**src/rtl/regfile_dump_reader_if.sv**
```systemverilog
// Bus between the dump reader, the register file read port and the LED driver.
// master is the dump reader side; slave is the register file / board side.
interface regfile_dump_reader_if;
    logic        Start;
    logic [31:0] Rd_Data;
    logic [4:0]  Addr;
    logic        Read_Reg;
    logic [1:0]  choose;
    logic [7:0]  LED;
    logic        Busy;
    logic        Done;

    modport master (
        input  Start, Rd_Data,
        output Addr, Read_Reg, choose, LED, Busy, Done
    );

    modport slave (
        output Start, Rd_Data,
        input  Addr, Read_Reg, choose, LED, Busy, Done
    );
endinterface

```
**src/rtl/regfile_dump_reader.sv**
```systemverilog
// Walks register addresses FIRST_ADDR..LAST_ADDR, reads each word once and shows
// it on the LED bus byte by byte (LSB first), HOLD_CYCLES clocks per byte.
module regfile_dump_reader #(
    parameter int         HOLD_CYCLES = 4,
    parameter logic [4:0] FIRST_ADDR  = 5'd0,
    parameter logic [4:0] LAST_ADDR   = 5'd31
) (
    input logic                   Clk,
    input logic                   Reset,
    regfile_dump_reader_if.master bus
);
    localparam int CNT_W = (HOLD_CYCLES > 1) ? $clog2(HOLD_CYCLES) : 1;
    localparam logic [CNT_W-1:0] CNT_LAST = CNT_W'(HOLD_CYCLES - 1);

    typedef enum logic [2:0] {IDLE, REQ, CAPT, SHOW, NEXT, FIN} state_t;

    state_t           state_q, state_nxt;
    logic [4:0]       addr_q, addr_nxt;
    logic             read_reg_q, read_reg_nxt;
    logic [1:0]       choose_q, choose_nxt;
    logic [7:0]       led_q, led_nxt;
    logic             busy_q, busy_nxt;
    logic             done_q, done_nxt;
    logic [31:0]      data_q, data_nxt;
    logic [CNT_W-1:0] cnt_q, cnt_nxt;
    logic [1:0]       choose_inc;

    always_ff @(posedge Clk) begin
        if (Reset) begin
            state_q    <= IDLE;
            addr_q     <= FIRST_ADDR;
            read_reg_q <= 1'b0;
            choose_q   <= 2'd0;
            led_q      <= 8'h00;
            busy_q     <= 1'b0;
            done_q     <= 1'b0;
            data_q     <= 32'h0;
            cnt_q      <= '0;
        end else begin
            state_q    <= state_nxt;
            addr_q     <= addr_nxt;
            read_reg_q <= read_reg_nxt;
            choose_q   <= choose_nxt;
            led_q      <= led_nxt;
            busy_q     <= busy_nxt;
            done_q     <= done_nxt;
            data_q     <= data_nxt;
            cnt_q      <= cnt_nxt;
        end
    end

    // Outputs are registered: strobes are set on the edge that enters their state.
    always_comb begin
        state_nxt    = state_q;
        addr_nxt     = addr_q;
        read_reg_nxt = 1'b0;
        choose_nxt   = choose_q;
        led_nxt      = led_q;
        busy_nxt     = busy_q;
        done_nxt     = 1'b0;
        data_nxt     = data_q;
        cnt_nxt      = cnt_q;
        choose_inc   = choose_q + 2'd1;

        case (state_q)
            IDLE: begin
                if (bus.Start) begin
                    state_nxt    = REQ;
                    addr_nxt     = FIRST_ADDR;
                    busy_nxt     = 1'b1;
                    read_reg_nxt = 1'b1;
                end
            end
            REQ: state_nxt = CAPT;
            CAPT: begin
                data_nxt   = bus.Rd_Data;
                led_nxt    = bus.Rd_Data[7:0];
                choose_nxt = 2'd0;
                cnt_nxt    = '0;
                state_nxt  = SHOW;
            end
            SHOW: begin
                if (cnt_q == CNT_LAST) begin
                    if (choose_q != 2'd3) begin
                        choose_nxt = choose_inc;
                        cnt_nxt    = '0;
                        led_nxt    = data_q[{choose_inc, 3'b000} +: 8];
                    end else begin
                        state_nxt = NEXT;
                    end
                end else begin
                    cnt_nxt = cnt_q + CNT_W'(1);
                end
            end
            NEXT: begin
                if (addr_q == LAST_ADDR) begin
                    state_nxt = FIN;
                    done_nxt  = 1'b1;
                end else begin
                    addr_nxt     = addr_q + 5'd1;
                    read_reg_nxt = 1'b1;
                    state_nxt    = REQ;
                end
            end
            FIN: begin
                busy_nxt  = 1'b0;
                state_nxt = IDLE;
            end
            default: state_nxt = IDLE;
        endcase
    end

    assign bus.Addr     = addr_q;
    assign bus.Read_Reg = read_reg_q;
    assign bus.choose   = choose_q;
    assign bus.LED      = led_q;
    assign bus.Busy     = busy_q;
    assign bus.Done     = done_q;
endmodule

```
**src/flat_wrapper.sv**
```systemverilog
// flat-port wrapper written by rule: the top's interface ports become plain ports
module regfile_dump_reader_flat 
#(
    parameter int         HOLD_CYCLES = 4,
    parameter logic [4:0] FIRST_ADDR  = 5'd0,
    parameter logic [4:0] LAST_ADDR   = 5'd31
)
  (Clk, Reset, bus_Start, bus_Rd_Data, bus_Addr, bus_Read_Reg, bus_choose, bus_LED, bus_Busy, bus_Done);
  regfile_dump_reader_if bus_i ();
  input logic Clk;
  input logic Reset;
  input wire logic [$bits(bus_i.Start)-1:0] bus_Start;
  input wire logic [$bits(bus_i.Rd_Data)-1:0] bus_Rd_Data;
  output wire logic [$bits(bus_i.Addr)-1:0] bus_Addr;
  output wire logic [$bits(bus_i.Read_Reg)-1:0] bus_Read_Reg;
  output wire logic [$bits(bus_i.choose)-1:0] bus_choose;
  output wire logic [$bits(bus_i.LED)-1:0] bus_LED;
  output wire logic [$bits(bus_i.Busy)-1:0] bus_Busy;
  output wire logic [$bits(bus_i.Done)-1:0] bus_Done;
  assign bus_i.Start = bus_Start;
  assign bus_i.Rd_Data = bus_Rd_Data;
  assign bus_Addr = bus_i.Addr;
  assign bus_Read_Reg = bus_i.Read_Reg;
  assign bus_choose = bus_i.choose;
  assign bus_LED = bus_i.LED;
  assign bus_Busy = bus_i.Busy;
  assign bus_Done = bus_i.Done;
  regfile_dump_reader #(.HOLD_CYCLES(HOLD_CYCLES), .FIRST_ADDR(FIRST_ADDR), .LAST_ADDR(LAST_ADDR)) u_core (.Clk(Clk), .Reset(Reset), .bus(bus_i));
endmodule
```
**config.mk**
```make
export PLATFORM = sky130hd
export DESIGN_NAME = regfile_dump_reader_flat
export DESIGN_NICKNAME = d
export VERILOG_FILES = /design/src/rtl/regfile_dump_reader_if.sv /design/src/rtl/regfile_dump_reader.sv /design/src/flat_wrapper.sv
export SDC_FILE = /design/constraint.sdc
export NUM_CORES = 1
export LEC_CHECK = 0
export BUFFER_PORTS_ARGS = -buffer_cell sky130_fd_sc_hd__buf_2
export CORE_MARGIN = 2
export CORE_UTILIZATION = 50
export CTS_CLUSTER_SIZE = 14
export DETAILED_ROUTE_END_ITERATION = 7
export PLACE_DENSITY = 0.75
export SLEW_MARGIN = 10
export SYNTH_ARGS = -nofsm -noshare
export SYNTH_HDL_FRONTEND = slang
export SYNTH_SLANG_ARGS = --single-unit
```
**constraint.sdc**
```tcl
create_clock -name Clk -period 5 [get_ports Clk]
set_input_delay 0.75 -clock Clk [delete_from_list [all_inputs] [get_ports Clk]]
set_output_delay 0.75 -clock Clk [all_outputs]
set_load 0.05 [all_outputs]
```
==> results of run 1 <==
layout make-up:
class | count | share of cell area [%]
tap | 52 | 2.50
multi-input combinational | 189 | 42.0
sequential | 55 | 42.3
clock buffer | 6 | 2.79
inverter | 1 | 0.144
timing repair buffer | 53 | 10.3
routing by layer:
metal | wire [microns] | part of all wire (%) | vias up
met5 | 0 | 0 | -
met4 | 51 | 1.0 | 0
met3 | 345 | 6.9 | 5
met2 | 2170 | 44 | 63
met1 | 2400 | 48 | 903
li1 | - | - | 989
through the flow:
step	total power, uW	hold slack [ps]	util, %	worst slack (ps)	cells
final	840	456	59.4	2750	356
after CTS	844	457	59.4	2740	356
after global placement	621	439	57.7	2910	350
after global routing	879	477	59.4	2590	356
after floorplan	588	433	-	3060	266
after detailed placement	624	445	57.7	2760	350
sequential cells by signal (all words and copies together), names as in the netlist:
name                 count
u_core.bus.choose        2
u_core.bus.Addr          5
u_core.state_q           3
u_core.bus.Busy          1
u_core.data_q           32
u_core.bus.Read_Reg      1
u_core.cnt_q             2
u_core.bus.LED           8
u_core.bus.Done          1
logic make-up after synthesis:
logic type                 count (synthesis)  synth area share (%)
AOI/OAI and AO/OA                         67                  16.9
xor gates and xnor gates                   3                  1.14
adders and majority gates                  4                  2.18
buffers and inverters                     22                  4.47
DFF                                       55                  48.0
muxes                                      8                  7.85
and+or+nand+nor                          107                  19.5
cells in the mapped netlist:
| master | n |
|---|---|
| a2111oi_0 | 1 |
| a211oi_1 | 1 |
| a21o_1 | 1 |
| a21oi_1 | 47 |
| a221oi_1 | 1 |
| and3_1 | 3 |
| buf_1 | 1 |
| buf_2 | 13 |
| buf_4 | 1 |
| clkbuf_1 | 6 |
| dfxtp_1 | 55 |
| ha_1 | 4 |
| inv_1 | 1 |
| mux4_2 | 8 |
| nand2_1 | 81 |
| nand2_4 | 1 |
| nand2b_1 | 1 |
| nand3_1 | 3 |
| nand4_1 | 3 |
| nor2_1 | 8 |
| nor2_2 | 1 |
| nor2b_1 | 4 |
| o211ai_1 | 2 |
| o21a_1 | 2 |
| o21ai_0 | 2 |
| o21ai_1 | 2 |
| o221ai_1 | 8 |
| or3_1 | 2 |
| xor2_1 | 3 |
placed cells by master (no fill, tap or decap), drive strengths merged:
cell | netlist | layout
a2111oi | 1 | 1
a211oi | 1 | 1
a21o | 1 | 1
a21oi | 47 | 47
a221oi | 1 | 1
and3 | 3 | 3
buf | 15 | 53
clkbuf | 6 | 6
dfxtp | 55 | 55
ha | 4 | 4
inv | 1 | 1
mux4 | 8 | 8
nand2 | 82 | 82
nand2b | 1 | 1
nand3 | 3 | 3
nand4 | 3 | 3
nor2 | 9 | 9
nor2b | 4 | 4
o211ai | 2 | 2
o21a | 2 | 2
o21ai | 4 | 4
o221ai | 8 | 8
or3 | 2 | 2
xor2 | 3 | 3
power breakdown:
part	switching (uW)	internal (uW)
Sequential	18.7	463
Combinational	87.9	44.3
Clock	133	93.7
Total	240	601
critical path, cell delays in order, from the launching register on:
cell and delay [ps]:
dfxtp_1 660, ha_1 560, mux4_2 580, o221ai_1 200, a21oi_1 100
final timing paths:
kind / start / slack (ps) / cells past startpoint / end
worst max-delay path: u_core.bus.choose[0] / 2750 / 4 / u_core.bus.LED[7]
worst min-delay path: u_core.data_q[6] / 460 / 2 / u_core.data_q[6]
worst max register to register: u_core.bus.choose[0] / 2750 / 4 / u_core.bus.LED[7]
worst min register to register: u_core.data_q[6] / 460 / 2 / u_core.data_q[6]
==> results.cfg, run 1 <==
[run_status]
status = finished clean

[clock_tree]
clockBufferDepth = 2
cts-hold-fix-buffers = 0
htreeDepth = 2
cts_made_buffers = 5
cts_tree = done
root_buffer = clkbuf_8
postCtsSetupRepairBufs = 0
clk_pin_slew_ps = 90
cts_resized = 0
cts.sinks = 55
clk_latency_ps = 310

[route]
wl_per_cell_microns = 14.0
wl_mm = 4.97
drtPass1Iterations = 4
vias_per_cell = 5.51
drtIter0Drc = 138
drc_errors = 0
vias = 1960
ant_nets = 0

[yosys]
synth_top_cell_by_area = dfxtp_1
synth_area_leaders = dfxtp_1 (48%), nand2_1 (13%), a21oi_1 (10%), mux4_2 (7.8%), o221ai_1 (3.1%)
syn-num-nets = 305
syn_inst = 266
synth_top_area_share_pct = 48.0
ys_seq_elements = 55
synth_area_sq_um = 2300
synth_area_per_cell_sq_um = 8.63
ys_seq_area_share_pct = 48.0
yosysWarningCount = 0
synthDistinctLibCells = 29

[setup_path]
cp-end-kind = register
required_ps = 5160
critPathArrivalTime_ps = 2410
cp-start-kind = register
path_class = register to register
path_max_fanout = 12

[layout]
layout.nets = 344
fin_area_sq_um = 2600
regArea_sq_um = 1100
nFillCells = 423
final_layout_size_suffix_gt1_share_pct = 22.4
antenna_cells = 0
multi_input_area_sq_um = 1090
area_delta_synth_final_pct = 13.4

[global_routing]
grt_max_degree = 54
antenna_found_initial = 0
grt_busiest_layer = met1
grtUsageMet1_pct = 29.6
grt_use_total_pct = 19.8
first_global_vias = 1650
use_met2_pct = 27.7
grt_pass1_wl_mm = 8.00
overflow = 0
use_met3_pct = 6.05

[hold_path]
hold_class = register to register

[timing]
rsz0062_at_grt = false
skew_ps = 11.1
setup_violations = 0
fin_crit_ps = 2250
relSlewSlack_pct = 28.8
fmax_mhz = 445
hold_violations = 0
min_period_over_period_pct = 45.0
setup_tns_ps = 0
worst_slew_pin_slew_ps = 1070
maxSlewViolCount = 0

[floorplanning]
row_count = 24
coreArea_sq_um = 4380
die_x_microns = 71.8
start_util_pct = 52.4
ioPinCount = 53
die_area_sq_um = 5150
die_h_microns = 71.8

[pwr]
leakagePower_uw = 0.00103
p_per_area_nw_per_um2 = 323
vdd_drop_max_mv = 0.196

[flow_run]
cap_viol_max_count = 0

[place]
routabilityCongestion = 0.770
io_buffers = 52
place_area_sq_um = 2530
place_hpwl_mm = 3.36
No activity file was read; power rests on OpenSTA's default activity.
==> inputs of run 2 (changes only) <==
--- a/config.mk
+++ b/config.mk
@@ -7,7 +7,7 @@
 export LEC_CHECK = 0
 export BUFFER_PORTS_ARGS = -buffer_cell sky130_fd_sc_hd__buf_2
 export CORE_MARGIN = 2
-export CORE_UTILIZATION = 50
+export CORE_UTILIZATION = 48
 export CTS_CLUSTER_SIZE = 14
 export DETAILED_ROUTE_END_ITERATION = 7
 export PLACE_DENSITY = 0.75
==> constraint.sdc (replaced) <==
create_clock -name Clk -period 2 [get_ports Clk]
set_input_delay 0.3 -clock Clk [delete_from_list [all_inputs] [get_ports Clk]]
set_output_delay 0.3 -clock Clk [all_outputs]
set_load 0.05 [all_outputs]
==> run 2 against run 1 <==
  * Fmax grew 28%
  * Combinational power grew to 2.7 times the previous value
  * Design area rose by 4.2%
  * Global-route usage fell by 0.094 points
  * Final cell count up 3.1%
  * Total power grew to 2.7 times the previous value
  * Critical path type unchanged
  * Largest cell class unchanged
==> results.cfg, run 2 (synthesis gave the netlist of run 1 again) <==
[route]
drtIter0Drc = 170
drc_errors = 0
vias_per_cell = 5.46
wl_per_cell_microns = 13.7
drtPass1Iterations = 4
vias = 2003
wl_mm = 5.03
ant_nets = 0

[layout]
regMostFlops = u_core.data_q
antenna_cells = 0
final_common_cell = nand2_1
stdcell_count = 367
fin_util_pct = 58.2
final_layout_size_suffix_gt1_share_pct = 24.9
layout_common_cells = nand2_1 (81), dfxtp_1 (55), buf_2 (52)
largest_register_ffs = 32
nFillCells = 443
layout.nets = 352
area_delta_synth_final_pct = 18.1

[timing]
skew_ps = 11.9
hold_violations = 0
setup_violations = 0
maxSlewViolCount = 0
worst_slew_pin_slew_ps = 635
min_period_over_period_pct = 87.8
fin_crit_ps = 1760
fmax_mhz = 569
relSlewSlack_pct = 57.7
rsz0062_at_grt = false
setup_tns_ps = 0

[setup_path]
reg2reg_depth = 7
regToRegStartpoint = u_core.bus.Addr[0]
cp-end-kind = register
max_stage_delay_ps = 340
crit_slowest_cell = dfxtp_1
cp_common_cell = ha_1
rr_endpoint = u_core.bus.Addr[0]
critPathArrivalTime_ps = 1990
reg2reg_slack_ps = 240
worstPathCellList = ha_1 > and3_1 > ha_1 > nor2b_1 > o21ai_1 > xor2_1 > nor2_1
path_max_fanout = 5
required_ps = 2240
path_class = register to register
cp-start-kind = register

[clock_tree]
htreeDepth = 2
clk_pin_slew_ps = 100
cts.sinks = 55
cts-hold-fix-buffers = 0
cts_resized = 0
postCtsSetupRepairBufs = 0
cts_made_buffers = 5
clk_latency_ps = 300
clockBufferDepth = 2
cts_tree = done
root_buffer = clkbuf_8

[pwr]
vdd_drop_max_mv = 0.382
clkPwrFrac_pct = 31.2
internal_power_uw = 1650
leakagePower_uw = 0.00109
power.switching_uw = 610
switching_share_pct = 27.0
p_per_area_nw_per_um2 = 834
pwr-share-comb_pct = 15.9
seqPwrFrac_pct = 52.8

[floorplanning]
coreArea_sq_um = 4660
die_x_microns = 73.2
row_count = 25
die_h_microns = 73.2
die_area_sq_um = 5350
start_util_pct = 49.3
ioPinCount = 53

[place]
io_buffers = 52
dp_cells = 360
routabilityCongestion = 0.835
place_hpwl_mm = 3.56

[hold_path]
hold_class = primary input to register
min_path_cells = 3
worstHoldEndpoint = u_core.data_q[16]
hp-start = bus_Rd_Data[16]

[global_routing]
grt_pass1_wl_mm = 8.22
first_global_vias = 1759
use_met3_pct = 4.83
grt_use_total_pct = 19.7
use_met2_pct = 31.1
antenna_found_initial = 0
grt_max_degree = 36
grtUsageMet1_pct = 27.2
overflow = 0
grt_busiest_layer = met2

[flow_run]
cap_viol_max_count = 0

[run_status]
status = finished clean
## run 2: changes by cell type in the layout (fill, tap and decap cells not counted)
cell and delta:
buf_4 +7, buf_12 +1, bufinv_16 +1, clkbuf_1 -1, clkinvlp_4 +1
## run 2: worst max path at each step
stage                               startpoint            endpoint  slack (ps)  depth (start not counted)
after floorplan           u_core.bus.choose[0]   u_core.bus.LED[1]          60                          5
after CTS                   u_core.bus.Addr[0]  u_core.bus.Addr[0]         250                          7
after detailed placement    u_core.bus.Addr[0]  u_core.bus.Addr[0]         280                          7
after global placement      u_core.bus.Addr[0]  u_core.bus.Addr[4]         330                          7
after global routing        u_core.bus.Addr[0]  u_core.bus.Addr[0]          70                          7
final                       u_core.bus.Addr[0]  u_core.bus.Addr[0]         240                          7
## run 2: critical path: cells and delay by family, from the launching register on
family | cells | cell delay [ps]
compound gates | 1 | 190
xor+xnor | 1 | 210
fa+ha+maj | 2 | 400
flops | 1 | 340
simple gates | 3 | 560
## run 2: area by class of cell
class | count | area [sq um] | share of cell area, %
inverters | 1 | 3.75 | 0.138
clock buffers | 5 | 68.8 | 2.54
clock inverters | 2 | 37.5 | 1.38
multi-input cells | 189 | 1090 | 40.3
flip-flops and latches | 55 | 1100 | 40.6
well taps | 54 | 67.6 | 2.49
repair buffers | 61 | 340 | 12.6
## run 2: per-stage QoR
stage	total power [uW]	instance area [sq um]	worst slack (ps)	hold slack (ps)
6_report	2260	2710	244	220
5_1_grt	2370	2710	67.5	212
4_1_cts	2290	2710	250	219
3_5_place_dp	1580	2610	283	447
3_3_place_gp	1570	2610	333	438
2_1_floorplan	1470	2300	63.5	433
## run 2: power groups by stage
stage,Clock [uW],Combinational (uW),Sequential [uW]
global route,768,397,1200
CTS,731,362,1200
finish,706,360,1190
detailed placement,0,361,1220
floorplan,0,199,1270
global placement,0,355,1220
## run 2: per-layer routing
layer / share of wire [%] / vias to the layer above
met4: 0.46 / 0
met3: 6.7 / 2
met2: 47 / 59
met1: 46 / 934
met5: 0 / -
li1: - / 1008
==> inputs of run 3 (changes only) <==
--- a/config.mk
+++ b/config.mk
@@ -11,6 +11,7 @@
 export CTS_CLUSTER_SIZE = 14
 export DETAILED_ROUTE_END_ITERATION = 7
 export PLACE_DENSITY = 0.75
+export REMOVE_ABC_BUFFERS = 1
 export SLEW_MARGIN = 10
 export SYNTH_ARGS = -nofsm -noshare
 export SYNTH_HDL_FRONTEND = slang
==> run 3 against run 2 <==
  * Wire length is 2.7% higher
  * Final cell count unchanged
  * Critical endpoint unchanged
  * Setup slack worse by 20 ps
  * Critical path depth is the same
  * Combinational power hardly changed
  * Hold slack worse by 9.0 ps
  * Fmax shrank 1.1%
  * Sequential power about the same
  * Core utilization is 0.40 points lower
==> results.cfg, run 3 (synthesis gave the netlist of run 1 again) <==
[setup_path]
path_class = register to register
crit_family = simple AND/OR/NAND/NOR gates
path_depth = 7
reg2reg_depth = 7
crit_slowest_cell = dfxtp_1
worstPathCellList = ha_1 > and3_1 > ha_1 > nor2b_1 > o21ai_1 > xor2_1 > nor2_1
cp-end-kind = register
path_buf_inv = 0
regToRegStartpoint = u_core.bus.Addr[0]
path_max_fanout = 5
critPathArrivalTime_ps = 2030
critPathLaunch = u_core.bus.Addr[0]
reg2reg_slack_ps = 220
cp-start-kind = register
max_stage_delay_ps = 350
cp_common_cell = ha_1
required_ps = 2260

[global_routing]
grt_pass1_wl_mm = 8.60
first_global_vias = 1857
grt_max_degree = 33
grt_use_total_pct = 20.9
antenna_found_initial = 0
overflow = 0

[timing]
maxSlewViolCount = 0
relSlewSlack_pct = 54.6
fmax_mhz = 563
hold_violations = 0
worst_slew_pin_slew_ps = 679
skew_ps = 5.62
rsz0062_at_grt = false
setup_violations = 0
min_period_over_period_pct = 88.8
worst_slack_ps = 223
fin_crit_ps = 1780
setup_tns_ps = 0

[clock_tree]
cts.sinks = 55
clockBufferDepth = 2
cts_made_buffers = 5
htreeDepth = 2
cts_resized = 0
cts-hold-fix-buffers = 0
clk_latency_ps = 310
cts_tree = done
root_buffer = clkbuf_8
postCtsSetupRepairBufs = 0
clk_pin_slew_ps = 90

[route]
drtPass1Iterations = 4
highest_layer = met4
ant_nets = 0
drc_errors = 0
wl_per_cell_microns = 14.1
wl_mm = 5.16
drtIter0Drc = 59
vias = 1954
vias_per_cell = 5.32
route.met3.wl_microns = 258
wl_met1_mm = 2.35
dr_wl_met2_mm = 2.50

[layout]
layout_common_cells = nand2_1 (81), dfxtp_1 (55), buf_2 (52)
regMostFlops = u_core.data_q
layout.nets = 352
area_delta_synth_final_pct = 17.3
final_common_cell = nand2_1
final_layout_size_suffix_gt1_share_pct = 24.9
largest_register_ffs = 32
stdcell_count = 367
antenna_cells = 0

[place]
io_buffers = 52
place_ws_ps = 251
dp_cells = 360
routabilityCongestion = 0.837
place_hpwl_mm = 3.53

[pwr]
leakagePower_uw = 0.00109
vdd_drop_max_mv = 0.543
p_per_area_nw_per_um2 = 808

[hold_path]
hp-start = bus_Rd_Data[20]
hold_class = primary input to register
min_path_cells = 3

[floorplanning]
coreArea_sq_um = 4660
die_area_sq_um = 5350
row_count = 25
start_util_pct = 49.3
ioPinCount = 53
die_x_microns = 73.2
die_h_microns = 73.2

[flow_run]
cap_viol_max_count = 0

[run_status]
status = finished clean
## run 3: cell count changes in the layout (fill, tap and decap cells not counted), sizes merged
cell / delta
clkinvlp: -1
clkbuf: +1
clkinv: +1
bufinv: -1
## run 3: layout make-up
| class | instances | area (sq um) |
|---|---|---|
| Fill cell | 422 | 1970 |
| Sequential cell | 55 | 1100 |
| Multi-Input combinational cell | 189 | 1090 |
| Timing Repair Buffer | 61 | 340 |
| Clock buffer | 6 | 82.6 |
| Tap cell | 54 | 67.6 |
| Clock inverter | 1 | 5.00 |
| Inverter | 1 | 3.75 |
## run 3: tightest hold or removal path, delay by kind of cell
family	cells	cell delay [ps]
AO/OA/AOI/OAI	1	50
AND/OR/NAND/NOR	1	40
buffers and inverters	1	90
## run 3: power by group
group | total (uW) | internal, uW | leakage (uW) | switching, uW
sequential | 1200 | 1160 | 0.000447 | 39.7
combinational | 360 | 126 | 0.000594 | 233
clock | 621 | 272 | 0.0000470 | 349
## run 3: path summary, 6_finish.rpt
path	to
max reg2reg	u_core.bus.Addr[0]
min	u_core.data_q[20]
max	u_core.bus.Addr[0]
min reg2reg	u_core.data_q[18]
## run 3: per-layer routing
| layer | global-route usage [%] | up-vias |
|---|---|---|
| met5 | 0 | - |
| met4 | 6.17 | 0 |
| met3 | 5.39 | 7 |
| met2 | 35.4 | 44 |
| met1 | 26.2 | 894 |
| li1 | - | 1009 |
## run 3: stage by stage
stage	util, %	hold slack [ps]	instance area, sq um	total power, uW
2_1_floorplan	-	369	2200	1440
5_1_grt	57.8	211	2690	2270
6_report	57.8	211	2690	2180
3_5_place_dp	55.9	448	2610	1580
3_3_place_gp	55.9	438	2610	1570
4_1_cts	57.8	208	2690	2190
